[config.mk]
export PLATFORM = sky130hd
export DESIGN_NAME = oled_init_sequencer
export DESIGN_NICKNAME = d
export VERILOG_FILES = /design/src/rtl/oled_init_sequencer.sv
export SDC_FILE = /design/constraint.sdc
export NUM_CORES = 1
export LEC_CHECK = 0
export ABC_AREA = 1
export CORE_AREA = 2 2 125 127
export CTS_CLUSTER_DIAMETER = 120
export DETAILED_ROUTE_END_ITERATION = 10
export DIE_AREA = 0 0 127 129
export HOLD_SLACK_MARGIN = 0.15
export SYNTH_ARGS = -nofsm -noshare
export SYNTH_HDL_FRONTEND = slang
export SYNTH_SLANG_ARGS = --single-unit
[constraint.sdc]
create_clock -name sys_clk_i -period 2.55 [get_ports sys_clk_i]
set_input_delay 0.51 -clock sys_clk_i [delete_from_list [all_inputs] [get_ports sys_clk_i]]
set_output_delay 0.51 -clock sys_clk_i [all_outputs]
set_load 0.1 [all_outputs]
[src/rtl/oled_init_sequencer.sv]
// OLED power-up sequencer: drives the panel reset pulse, then issues a table of
// I2C register writes, optionally reading each back, retrying failed entries.
module oled_init_sequencer #(
  parameter logic [6:0] SLV_ADDR  = 7'b1010100,
  parameter int         NUM_CMDS  = 16,
  parameter int         RST_DELAY = 1500000,
  parameter int         MAX_RETRY = 3,
  parameter int         VERIFY    = 1
) (
  input  logic        sys_clk_i,
  input  logic        sys_rst_i,
  input  logic        start_i,
  output logic [7:0]  tbl_addr_o,
  input  logic [15:0] tbl_data_i,
  output logic        req_o,
  output logic        rnw_o,
  output logic [6:0]  slv_addr_o,
  output logic [7:0]  reg_addr_o,
  output logic [7:0]  wr_data_o,
  input  logic        done_i,
  input  logic        ack_err_i,
  input  logic [7:0]  rd_data_i,
  output logic        oled_rst_o,
  output logic        busy_o,
  output logic        done_o,
  output logic        err_o,
  output logic [7:0]  fail_idx_o
);
  localparam logic [31:0] DLY_LAST  = 32'(RST_DELAY - 1);
  localparam logic [8:0]  IDX_END   = 9'(NUM_CMDS);
  localparam logic [3:0]  RETRY_LIM = 4'(MAX_RETRY);

  typedef enum logic [3:0] {
    S_IDLE, S_RST_PRE, S_RST_LOW, S_RST_POST, S_FETCH, S_WR_REQ, S_WR_WAIT,
    S_RD_REQ, S_RD_WAIT, S_RETRY, S_NEXT, S_DONE, S_FAIL
  } state_e;

  state_e      state_q, state_d;
  logic [31:0] dly_q, dly_d;
  // One bit wider than the table address so NUM_CMDS=256 still terminates.
  logic [8:0]  idx_q, idx_d;
  logic [3:0]  retry_q, retry_d;
  logic [15:0] entry_q, entry_d;
  logic        rnw_q, rnw_d;
  logic [6:0]  slv_q, slv_d;
  logic [7:0]  reg_q, reg_d;
  logic [7:0]  wdat_q, wdat_d;
  logic        done_q, done_d;
  logic        err_q, err_d;
  logic [7:0]  fidx_q, fidx_d;

  always_ff @(posedge sys_clk_i) begin
    if (sys_rst_i) begin
      state_q <= S_IDLE;
      dly_q   <= '0;
      idx_q   <= '0;
      retry_q <= '0;
      entry_q <= '0;
      rnw_q   <= 1'b0;
      slv_q   <= '0;
      reg_q   <= '0;
      wdat_q  <= '0;
      done_q  <= 1'b0;
      err_q   <= 1'b0;
      fidx_q  <= '0;
    end else begin
      state_q <= state_d;
      dly_q   <= dly_d;
      idx_q   <= idx_d;
      retry_q <= retry_d;
      entry_q <= entry_d;
      rnw_q   <= rnw_d;
      slv_q   <= slv_d;
      reg_q   <= reg_d;
      wdat_q  <= wdat_d;
      done_q  <= done_d;
      err_q   <= err_d;
      fidx_q  <= fidx_d;
    end
  end

  always_comb begin
    state_d = state_q;
    dly_d   = dly_q;
    idx_d   = idx_q;
    retry_d = retry_q;
    entry_d = entry_q;
    rnw_d   = rnw_q;
    slv_d   = slv_q;
    reg_d   = reg_q;
    wdat_d  = wdat_q;
    done_d  = done_q;
    err_d   = err_q;
    fidx_d  = fidx_q;
    case (state_q)
      S_IDLE: if (start_i) begin
        state_d = S_RST_PRE;
        dly_d   = '0;
        done_d  = 1'b0;
        err_d   = 1'b0;
        fidx_d  = '0;
      end
      S_RST_PRE, S_RST_LOW, S_RST_POST: begin
        if (dly_q == DLY_LAST) begin
          dly_d = '0;
          case (state_q)
            S_RST_PRE: state_d = S_RST_LOW;
            S_RST_LOW: state_d = S_RST_POST;
            default: begin
              state_d = S_FETCH;
              idx_d   = '0;
            end
          endcase
        end else begin
          dly_d = dly_q + 32'd1;
        end
      end
      S_FETCH: begin
        entry_d = tbl_data_i;
        if (idx_q == IDX_END || tbl_data_i == 16'hFFFF) begin
          state_d = S_DONE;
        end else begin
          state_d = S_WR_REQ;
          retry_d = '0;
        end
      end
      S_WR_REQ:  state_d = S_WR_WAIT;
      S_WR_WAIT: if (done_i) begin
        if (ack_err_i)        state_d = S_RETRY;
        else if (VERIFY != 0) state_d = S_RD_REQ;
        else                  state_d = S_NEXT;
      end
      S_RD_REQ:  state_d = S_RD_WAIT;
      S_RD_WAIT: if (done_i) begin
        if (ack_err_i || rd_data_i != entry_q[7:0]) state_d = S_RETRY;
        else                                         state_d = S_NEXT;
      end
      S_RETRY: begin
        retry_d = retry_q + 4'd1;
        state_d = (retry_d == RETRY_LIM) ? S_FAIL : S_WR_REQ;
      end
      S_NEXT: begin
        idx_d   = idx_q + 9'd1;
        state_d = S_FETCH;
      end
      default: state_d = S_IDLE;
    endcase
    // Request qualifiers are captured on entry so they are valid with req_o and
    // hold until the next request.
    if (state_d == S_WR_REQ) begin
      rnw_d  = 1'b0;
      slv_d  = SLV_ADDR;
      reg_d  = entry_d[15:8];
      wdat_d = entry_d[7:0];
    end
    if (state_d == S_RD_REQ) rnw_d = 1'b1;
    if (state_d == S_DONE) done_d = 1'b1;
    if (state_d == S_FAIL) begin
      err_d  = 1'b1;
      fidx_d = idx_q[7:0];
    end
  end

  assign tbl_addr_o = idx_q[7:0];
  assign req_o      = (state_q == S_WR_REQ) || (state_q == S_RD_REQ);
  assign rnw_o      = rnw_q;
  assign slv_addr_o = slv_q;
  assign reg_addr_o = reg_q;
  assign wr_data_o  = wdat_q;
  assign oled_rst_o = (state_q != S_RST_LOW);
  assign busy_o     = !(state_q inside {S_IDLE, S_DONE, S_FAIL});
  assign done_o     = done_q;
  assign err_o      = err_q;
  assign fail_idx_o = fidx_q;

endmodule

==> reports/qor.txt <==
RSZ-0062 raised after global routing -> false
DRT iter0 DRCs -> 384
post-route worst setup slack -> 0.325 ns
Worst slew margin -> 0.623
root buf cell -> clkbuf_16
Post-CTS Setup Bufs -> 0
CTS tree -> yes
largest cells by area after synthesis -> dfxtp_1 (36%), nand2_1 (13%), inv_1 (7.4%)
Period Utilization, post-route -> 0.872
DRT Pass-1 Iters -> 5
Initial Utilization -> 0.344
worst skew pair latency -> 0.36 ns
Sink Count -> 93
Hold Path Class -> reg -> reg
Synth area leader -> dfxtp_1
top-area cell type share of the netlist area -> 0.361
H-tree Lvls -> 3
largest net degree at the start of global routing -> 50
Ports -> 74
fmax -> 449 MHz
GRT overflow -> 0
Worst-path clk slew -> 0.06 ns
Slew Limit Fails -> 0
PD cells -> 482 nW/um^2
sequential share of the synthesized area -> 0.361
antenna violations before repair -> 0
DRC viols -> 0
Post-Syn Instances -> 764
Worst EP required -> 2.79 ns
Pleak -> 2.57 nW
Worst Tran Pin Value -> 0.566 ns
synthesized area per cell -> 6.74 um^2
Die Ht -> 129 um
Yosys reg bits -> 93
IO Port Bufs -> 69
Die X -> 127 um
layout cell share with drive strength beyond 1 -> 0.151
Layout area overhead -> 19.5%
status -> complete, no violations
DR vias/cell -> 4.77
critical-path maximum fanout -> 5
Antenna Nets Post-Route -> 0
Antenna Cells -> 0
Num CTS Buffers -> 9
CTS resizes -> 0
Vias -> 4853
final setup violation count -> 0
Final HPWL DP -> 9.60 mm
Layout Skew -> 0.0120 ns
final hold violation count -> 0
CTS max path bufs -> 2
final net count -> 859
row count -> 45
first-pass GRT wire length -> 22.2 mm
Synth warnings -> 0
kind of critical path -> reg -> reg
GRT Util Overall -> 0.168
filler cell count -> 1598
max-cap viol count -> 0
crit path DAT -> 2.47 ns
Cell variety after synth -> 42
Main synth FF type -> dfxtp_1
count leader, synth -> nand2_1
VDD IR-drop max -> 312 uV
Post-Route WL -> 12.9 mm
Async SR Flop Fraction -> 0
Commonest cells post-synth -> nand2_1 (183), inv_1 (102), dfxtp_1 (93), nor2_1 (91), a21oi_1 (47)
CTS Hold Bufs -> 0
Mapped Area -> 5150 um^2
Die ar. -> 16400 um^2
number of synthesized flops with an enable pin -> 0
critical path capture point type -> flop
dpl ws -> 0.135 ns
wire per inst -> 12.7 um
vias in the first global route -> 4590
min Tclk post-route -> 2.22 ns
crit start category -> flop
Core Footprint -> 15000 um^2
GP Congestion -> 0.860
Fin Setup TNS -> 0 ns
[state kept, by name, indices dropped and copies added, names as in the netlist, 4 cells and up]
signal	flops
retry_q	4
fail_idx_o	8
reg_addr_o	8
state_q	4
entry_q	16
wr_data_o	8
idx_q	9
dly_q	32
[power by group]
group | internal [W] | switching, W
sequential | 0.00145 | 0.00000392
combinational | 0.0000784 | 0.000142
clock | 0.000688 | 0.000602
total | 0.00222 | 0.000748
[cell families (layout without fill, tap and decap cells)]
family          after synthesis  after routing  synth area share
flops                        93             93             0.361
other cells                   1              4          0.000728
xor+xnor                     10             10            0.0170
fa+ha+maj                     5              5            0.0121
mux                          10             10            0.0194
buf+inv                     143            206             0.118
compound gates               91             91             0.100
simple gates                411            411             0.371
[through the flow]
step                      area (um^2)  hold slack (ns)  utilization  total power, W  instances
after detailed placement         5880            0.454        0.393         0.00171       1002
final                            6160            0.461        0.411         0.00297       1018
after floorplan                  5160            0.452            -         0.00162        767
after global routing             6160            0.495        0.411         0.00308       1018
after global placement           5880            0.451        0.393         0.00171       1002
after CTS                        6160            0.464        0.411         0.00300       1018
[metal layers]
layer | track usage | up-vias | share of wire
li1 | - | 2553 | -
met1 | 0.227 | 2151 | 0.49
met2 | 0.264 | 133 | 0.43
met3 | 0.0453 | 16 | 0.064
met4 | 0.0459 | 0 | 0.014
met5 | 0 | - | 0
[worst paths after layout]
kind                 start             to  depth (start not counted)  slack [ns]
max               dly_q[0]      dly_q[28]                          9        0.33
min          fail_idx_o[0]  fail_idx_o[0]                          2        0.46
max reg2reg       dly_q[0]      dly_q[28]                          9        0.33
min reg2reg  fail_idx_o[0]  fail_idx_o[0]                          2        0.46
[cells in the final DEF, fill, tap and decap left out, types with 2 or more instances in the layout]
master / instances
mux2i_1: 10
dfxtp_1: 93
or2_2: 5
nor4_1: 4
nor3b_1: 2
buf_4: 51
a21o_1: 2
clkinvlp_4: 2
and3_1: 2
xnor2_1: 2
nor3_1: 22
nand3_1: 29
nor2_1: 91
a21oi_1: 47
o221a_2: 2
nand3_2: 4
clkdlybuf4s50_1: 27
o21ai_0: 25
o21ai_2: 2
nand2_1: 183
nand2_2: 16
nor2_4: 5
nor2_2: 9
xor2_1: 8
ha_1: 5
clkbuf_16: 9
clkinv_2: 2
a211oi_1: 5
conb_1: 4
inv_2: 8
nand4_1: 34
nor2_8: 2
inv_1: 102
[worst max-delay path: stages (launching register included)]
cell and delay [ns]:
dfxtp_1 0.37, ha_1 0.20, nand3_1 0.14, nor3_2 0.26, nand3_1 0.26, nor2_1 0.23, nand3_1 0.17, nor3_1 0.26
xor2_1 0.17, nor2_1 0.05
[final cells by class]
cell class / instances / area, um^2 / area share
Sequential cell: 93 / 1860 / 0.302
Tap cell: 188 / 235 / 0.0382
Inverter: 110 / 413 / 0.0671
Timing Repair Buffer: 80 / 678 / 0.110
Multi-Input combinational cell: 531 / 2690 / 0.437
Clock buffer: 11 / 243 / 0.0394
Clock inverter: 5 / 33.8 / 0.00549
No activity file was read; power rests on OpenSTA's default activity.
